--- src/rtl/pet_io_pkg.sv ---
// pet_io_pkg: shared constants for the PET I/O page hub.
//   PET_IO_PAGE      high byte of the I/O page (0xE8xx)
//   HUB_REG_*        hub register offsets (addr[1:0])
//   *_BASE / *_MASK  default slot decode values for PIA1, PIA2, VIA and CRTC
//   hub_vec()        formats the IRQ_VEC register value
package pet_io_pkg;

  localparam logic [7:0] PET_IO_PAGE = 8'hE8;

  localparam logic [1:0] HUB_REG_IRQ_EN   = 2'd0;
  localparam logic [1:0] HUB_REG_IRQ_PEND = 2'd1;
  localparam logic [1:0] HUB_REG_IRQ_VEC  = 2'd2;
  localparam logic [1:0] HUB_REG_ERR      = 2'd3;

  localparam logic [7:0] PIA1_BASE = 8'h10;
  localparam logic [7:0] PIA1_MASK = 8'h10;
  localparam logic [7:0] PIA2_BASE = 8'h20;
  localparam logic [7:0] PIA2_MASK = 8'h20;
  localparam logic [7:0] VIA_BASE  = 8'h40;
  localparam logic [7:0] VIA_MASK  = 8'h40;
  localparam logic [7:0] CRTC_BASE = 8'h80;
  localparam logic [7:0] CRTC_MASK = 8'h80;

  function automatic logic [7:0] hub_vec(input logic valid, input logic [2:0] idx);
    return {valid, 4'b0000, idx};
  endfunction

endpackage

--- src/rtl/pet_irq_ctrl.sv ---
// pet_irq_ctrl: interrupt enable/pending registers for the I/O hub.
// Ports:
//   clk, reset    clock, synchronous active-high reset
//   ch_irq        per-slot interrupt requests (active-high)
//   wr_en         write IRQ_EN with wdata
//   wr_pend       write-1-to-clear IRQ_PEND with wdata (edge slots only)
//   wdata         CPU write data
//   en, pend      current enable and pending vectors (for readback)
//   vec           IRQ_VEC value: {valid, 4'b0, lowest enabled pending index}
//   irq           registered OR of enabled pending bits
module pet_irq_ctrl
  import pet_io_pkg::*;
#(
  parameter int unsigned    NCH       = 4,
  parameter logic [NCH-1:0] EDGE_MASK = '0
) (
  input  logic           clk,
  input  logic           reset,
  input  logic [NCH-1:0] ch_irq,
  input  logic           wr_en,
  input  logic           wr_pend,
  input  logic [7:0]     wdata,
  output logic [NCH-1:0] en,
  output logic [NCH-1:0] pend,
  output logic [7:0]     vec,
  output logic           irq
);

  logic [NCH-1:0] en_q, edge_q, edge_d, ch_irq_q, rise, clr, act;
  logic           unused_wdata;

  assign unused_wdata = ^wdata;
  assign rise = ch_irq & ~ch_irq_q;
  assign clr  = wr_pend ? wdata[NCH-1:0] : '0;
  // Setting after clearing makes a simultaneous edge win over W1C.
  assign edge_d = ((edge_q & ~clr) | rise) & EDGE_MASK;
  // Level slots report the live request; edge slots report the latch.
  assign pend = (edge_q & EDGE_MASK) | (ch_irq & ~EDGE_MASK);
  assign en   = en_q;
  assign act  = pend & en_q;

  always_ff @(posedge clk) begin
    if (reset) begin
      en_q     <= '0;
      edge_q   <= '0;
      ch_irq_q <= '0;
      irq      <= 1'b0;
    end else begin
      ch_irq_q <= ch_irq;
      edge_q   <= edge_d;
      irq      <= |act;
      if (wr_en) en_q <= wdata[NCH-1:0];
    end
  end

  // Scan from the top so the lowest active index is the last assignment.
  always_comb begin
    vec = 8'h00;
    for (int i = int'(NCH) - 1; i >= 0; i--) begin
      if (act[i]) vec = hub_vec(1'b1, 3'(i));
    end
  end

endmodule

--- src/rtl/pet_io_hub.sv ---
// pet_io_hub: PET I/O page hub. Decodes the 256-byte I/O page into NCH slots by mask/match,
// strobes slots, merges read data (open-collector AND) onto a registered bus with a ready
// handshake, and hosts IRQ_EN / IRQ_PEND / IRQ_VEC / ERR registers at HUB_BASE..HUB_BASE+3.
// Optional feature macro: IO_HUB_BUSERR_EN (bus error pulse and sticky ERR register).
// Ports:
//   clk, reset          clock, synchronous active-high reset
//   ce                  CPU clock enable (strobes use ce delayed one cycle)
//   addr, data_in       I/O page offset, CPU write data
//   cs, we              page select, write
//   data_out, rdy       registered read data, read-data-valid
//   irq                 any enabled pending slot interrupt
//   ch_sel, ch_strobe   per-slot decode hit, per-slot access strobe
//   ch_data_in, ch_irq  per-slot read data (slot 0 in LSBs), per-slot interrupt
//   bus_err             one-cycle pulse on unmapped access
module pet_io_hub
  import pet_io_pkg::*;
#(
  parameter int unsigned      NCH       = 4,
  parameter logic [NCH*8-1:0] CH_BASE   = {CRTC_BASE, VIA_BASE, PIA2_BASE, PIA1_BASE},
  parameter logic [NCH*8-1:0] CH_MASK   = {CRTC_MASK, VIA_MASK, PIA2_MASK, PIA1_MASK},
  parameter logic [NCH-1:0]   EDGE_MASK = '0,
  parameter logic [7:0]       HUB_BASE  = 8'hF0,
  parameter int unsigned      RD_LAT    = 1
) (
  input  logic             clk,
  input  logic             reset,
  input  logic             ce,
  input  logic [7:0]       addr,
  input  logic [7:0]       data_in,
  input  logic             cs,
  input  logic             we,
  output logic [7:0]       data_out,
  output logic             rdy,
  output logic             irq,
  output logic [NCH-1:0]   ch_sel,
  output logic [NCH-1:0]   ch_strobe,
  input  logic [NCH*8-1:0] ch_data_in,
  input  logic [NCH-1:0]   ch_irq,
  output logic             bus_err
);

  logic           ce_d_q, cs_q, hub_hit, acc, hub_wr;
  logic [NCH-1:0] hit, irq_en, irq_pend;
  logic [7:0]     irq_vec, err_rd, hub_rdata, rdata;
  logic [2:0]     lat_q, lat_d;

  assign hub_hit = addr[7:2] == HUB_BASE[7:2];

  // Hub registers shadow any slot whose mask/match would also cover them.
  always_comb begin
    hit = '0;
    for (int i = 0; i < int'(NCH); i++) begin
      hit[i] = !hub_hit && ((addr & CH_MASK[i*8 +: 8]) == CH_BASE[i*8 +: 8]);
    end
  end

  assign ch_sel    = hit;
  assign acc       = ce_d_q & cs;
  assign ch_strobe = {NCH{acc}} & hit;
  assign hub_wr    = acc & we & hub_hit;

  pet_irq_ctrl #(
    .NCH       (NCH),
    .EDGE_MASK (EDGE_MASK)
  ) u_irq_ctrl (
    .clk     (clk),
    .reset   (reset),
    .ch_irq  (ch_irq),
    .wr_en   (hub_wr && addr[1:0] == HUB_REG_IRQ_EN),
    .wr_pend (hub_wr && addr[1:0] == HUB_REG_IRQ_PEND),
    .wdata   (data_in),
    .en      (irq_en),
    .pend    (irq_pend),
    .vec     (irq_vec),
    .irq     (irq)
  );

  always_comb begin
    hub_rdata = 8'hFF;
    case (addr[1:0])
      HUB_REG_IRQ_EN:   hub_rdata = 8'(irq_en);
      HUB_REG_IRQ_PEND: hub_rdata = 8'(irq_pend);
      HUB_REG_IRQ_VEC:  hub_rdata = irq_vec;
      default:          hub_rdata = err_rd;
    endcase
  end

  // Open-collector merge: every hit source can only pull bits low.
  always_comb begin
    rdata = 8'hFF;
    for (int i = 0; i < int'(NCH); i++) begin
      if (hit[i]) rdata = rdata & ch_data_in[i*8 +: 8];
    end
    if (hub_hit) rdata = rdata & hub_rdata;
  end

  always_comb begin
    lat_d = lat_q;
    if (!cs) begin
      lat_d = '0;
    end else if (!cs_q && !we) begin
      lat_d = 3'(RD_LAT);
    end else if (lat_q != 3'd0) begin
      lat_d = lat_q - 3'd1;
    end
  end

  assign rdy = lat_q == 3'd0;

  always_ff @(posedge clk) begin
    if (reset) begin
      ce_d_q   <= 1'b0;
      cs_q     <= 1'b0;
      lat_q    <= '0;
      data_out <= 8'hFF;
    end else begin
      ce_d_q <= ce;
      cs_q   <= cs;
      lat_q  <= lat_d;
      if (cs) data_out <= rdata;
    end
  end

`ifdef IO_HUB_BUSERR_EN
  logic       unmapped, bus_err_q;
  logic [7:0] err_q;

  assign unmapped = cs & ~hub_hit & ~(|hit);

  always_ff @(posedge clk) begin
    if (reset) begin
      bus_err_q <= 1'b0;
      err_q     <= 8'h00;
    end else begin
      bus_err_q <= ce_d_q & unmapped;
      if (ce_d_q & unmapped) begin
        err_q <= {1'b1, addr[6:0]};
      end else if (acc && !we && hub_hit && addr[1:0] == HUB_REG_ERR) begin
        err_q[7] <= 1'b0;
      end
    end
  end

  assign bus_err = bus_err_q;
  assign err_rd  = err_q;
`else
  assign bus_err = 1'b0;
  assign err_rd  = 8'hFF;
`endif

endmodule

--- config.mk ---
export PLATFORM = sky130hd
export DESIGN_NAME = pet_io_hub
export DESIGN_NICKNAME = d
export VERILOG_FILES = /design/src/rtl/pet_io_pkg.sv /design/src/rtl/pet_irq_ctrl.sv /design/src/rtl/pet_io_hub.sv
export SDC_FILE = /design/constraint.sdc
export NUM_CORES = 1
export LEC_CHECK = 0
export ABC_CLOCK_PERIOD_IN_PS = 1640
export CAP_MARGIN = 30
export CORE_MARGIN = 5
export CORE_UTILIZATION = 25
export DETAILED_ROUTE_END_ITERATION = 16
export DONT_BUFFER_PORTS = 1
export HOLD_SLACK_MARGIN = 0.12
export SYNTH_ARGS = -nofsm -noshare
export SYNTH_HDL_FRONTEND = slang
export SYNTH_SLANG_ARGS = --single-unit
--- constraint.sdc ---
create_clock -name clk -period 1.64 [get_ports clk]
set_input_delay 0.082 -clock clk [delete_from_list [all_inputs] [get_ports clk]]
set_output_delay 0.082 -clock clk [all_outputs]
set_load 0.02 [all_outputs]
==> impl_metrics.tcl <==
set metrics [dict create \
    outcome "complete, no violations" \
    finalSetupTns_ps 0 \
    core_area_sq_um 4786 \
    diodes 0 \
    rows 25 \
    clkSinkCount 18 \
    synthFlopType "dfxtp_1" \
    yosysWarnings 0 \
    cp_data_required_time_ps 1820 \
    hpwl_mm 3.314 \
    crit_path_max_fanout 7 \
    fp.dieH_um 80.50 \
    final_common_cell "dlygate4sd3_1" \
    arrival_ps 1680 \
    grt_usage_pct 13.47 \
    ys_ff_latch 18 \
    fillerInstances 527 \
    routedWlPerCell_um 17.77 \
    final_cell_mix "23 x dlygate4sd3_1, 19 x nor2_1, 18 x dfxtp_1" \
    initial_core_util_pct 25.96 \
    synthesis.nets 204 \
    portBuffers 0 \
    grt_setup_unrepaired "no" \
    synth-edff-count 0 \
    wl_mm 4.246 \
    grt_first_pass_wirelength_mm 6.555 \
    r2r_start "ce_d_q$_SDFF_PP0_" \
    synthCells 145 \
    drive_above_1_share_pct 16.86 \
    relSlewSlack_pct 57.42 \
    dieWidth_um 80.50 \
    finalNetCount 232 \
    cts_root_buffer "clkbuf_8" \
    vias_per_cell 5.113 \
    grt_start_max_net_pins 16 \
    clock_latency_ps 260 \
    die_area_sq_um 6479 \
    finalSetupViolations 0 \
    period_minus_slack_ps 1496 \
    finalMaxSlewViolations 0 \
    worstReg2RegEnd "u_irq_ctrl.en[1]$_SDFFE_PP0P_" \
    avgSynthCellArea_sq_um 8.569 \
    tightest_slew_ps 638.7 \
    r2r_setup_slack_ps 260 \
    post-route-period-util_pct 91.20 \
    power_density_nw_per_um2 680.9 \
    worstSetupStartpoint "addr[5]" \
    fmax_mhz 668.6 \
    hold_class "in2reg" \
    clockBufferDepth 2 \
    reg2reg_depth 4 \
    dr.pass1.iters 5 \
    ys_types 47 \
    synthToLayoutAreaGrowth_pct 31.42 \
    gp_congestion 0.7845 \
    num_vias 1222 \
    drt_iter0_drc 39 \
    start_kind "primary input" \
    ios 76 \
    maxCapViolCount 0 \
    fin_skew_ps 1.908 \
    drc 0 \
    grt_pass1_vias 1214 \
    p_leak_nw 0.6081 \
    synth-seq-area-share_pct 29.00 \
    gr-total-overflow 0 \
    syn-cell-area_sq_um 1242 \
    htreeDepth 1 \
    cts-buffers-inserted 3 \
    cp-endpoint "data_out[6]$_SDFFE_PP1P_" \
    endpoint_kind "flip-flop" \
    clkTransAtPathRegs_ps 70 \
    ir_drop_mv 0.2768 \
    synthArstFlopShare_pct 0 \
    crit_type "in2reg" \
    hold_viol 0 \
    tritoncts "done" \
    antenna_found_initial 0 \
    p_total_mw 1.112 \
    ant_nets 0 \
]
==> flip-flops by register name, summed over array words and instances, names as in the netlist <==
signal,count
u_irq_ctrl.en,4
cs_q,1
ce_d_q,1
lat_q,3
data_out,8
u_irq_ctrl.irq,1
==> how the worst min path moves through the flow <==
stage / start / slack [ps] / cells past startpoint / to
global placement: reset / 160 / 1 / u_irq_ctrl.en[1]$_SDFFE_PP0P_
global route: ch_data_in[0] / 150 / 2 / data_out[0]$_SDFFE_PP1P_
CTS: ch_irq[2] / 130 / 3 / u_irq_ctrl.irq$_SDFF_PP0_
floorplan: reset / 150 / 1 / ce_d_q$_SDFF_PP0_
finish: ch_irq[2] / 130 / 3 / u_irq_ctrl.irq$_SDFF_PP0_
detailed placement: reset / 160 / 1 / u_irq_ctrl.en[0]$_SDFFE_PP0P_
==> layer usage <==
metal / up-vias / track usage [%] / wire [um]
met1: 574 / 15.85 / 1690
met2: 57 / 22.68 / 2016
li1: 586 / - / -
met4: 0 / 2.027 / 26
met3: 5 / 6.278 / 512
met5: - / 0 / 0
==> synthesized netlist by cell type (all sizes together) (2+ instances only) <==
library cell	count	area (sq um)
o22ai	4	31.28
nand2	7	26.28
a211oi	2	15.01
a21o	2	15.01
o21ai	15	90.09
o21a	3	22.52
nor3b	2	15.01
a31o	3	26.28
nand2b	6	37.54
dfxtp	18	360.4
o31ai	4	45.05
ha	2	25.02
o41ai	2	55.05
a311o	2	22.52
buf	2	12.51
clkbuf	4	16.26
nor2	19	71.32
mux2i	5	50.05
o221ai	5	43.79
a21oi	6	30.03
inv	13	48.80
==> cell type report <==
type	instances	area, sq um	share of cell area [%]
well taps	67	83.83	5.134
clock buffers	4	55.05	3.372
multi-input cells	107	800.8	49.04
flip-flops and latches	18	360.3	22.07
repair buffers	29	280.3	17.16
inverters	14	52.55	3.218
==> worst max-delay path, cell delays in order <==
cell and delay [ps]:
inv_1 50, o41ai_4 620, o22ai_2 130, dlygate4sd3_1 590, o31ai_2 200
==> cell families (layout without fill, tap and decap cells) <==
group,after synthesis,in the layout,share of synthesized area [%]
compound gates,55,55,37.26
flops,18,18,29.00
simple gates,43,43,20.14
fa+ha+maj,2,2,2.014
mux,5,5,4.028
xor+xnor,1,1,0.7051
buf+inv,20,47,6.545
other cells,1,1,0.3018
==> metrics by stage <==
step / instances / hold WS (ps) / util (%) / cell area [sq um] / worst slack, ps
after global routing: 239 / 151.6 / 34.12 / 1633 / 27.43
final: 239 / 132.2 / 34.12 / 1633 / 144.2
after global placement: 211 / 157.7 / 27.90 / 1335 / 287.5
after CTS: 239 / 125.6 / 34.07 / 1630 / 48.90
after detailed placement: 211 / 160.5 / 27.90 / 1335 / 288.9
after floorplan: 145 / 153.6 / - / 1242 / 390.7
==> where the power goes <==
part | switching [mW] | total [mW] | internal (mW)
registers | 0.0340 | 0.493 | 0.459
logic | 0.123 | 0.247 | 0.124
clock network | 0.158 | 0.372 | 0.214
==> repair_timing <==
action | in CTS | in global routing
endpoints found under the hold margin | 18 | 0
endpoints found under the setup margin | 0 | 2
setup buffers | 0 | 0
hold buffers | 24 | 0
resized for setup | 0 | 1
(Power assumes the default switching activity.)
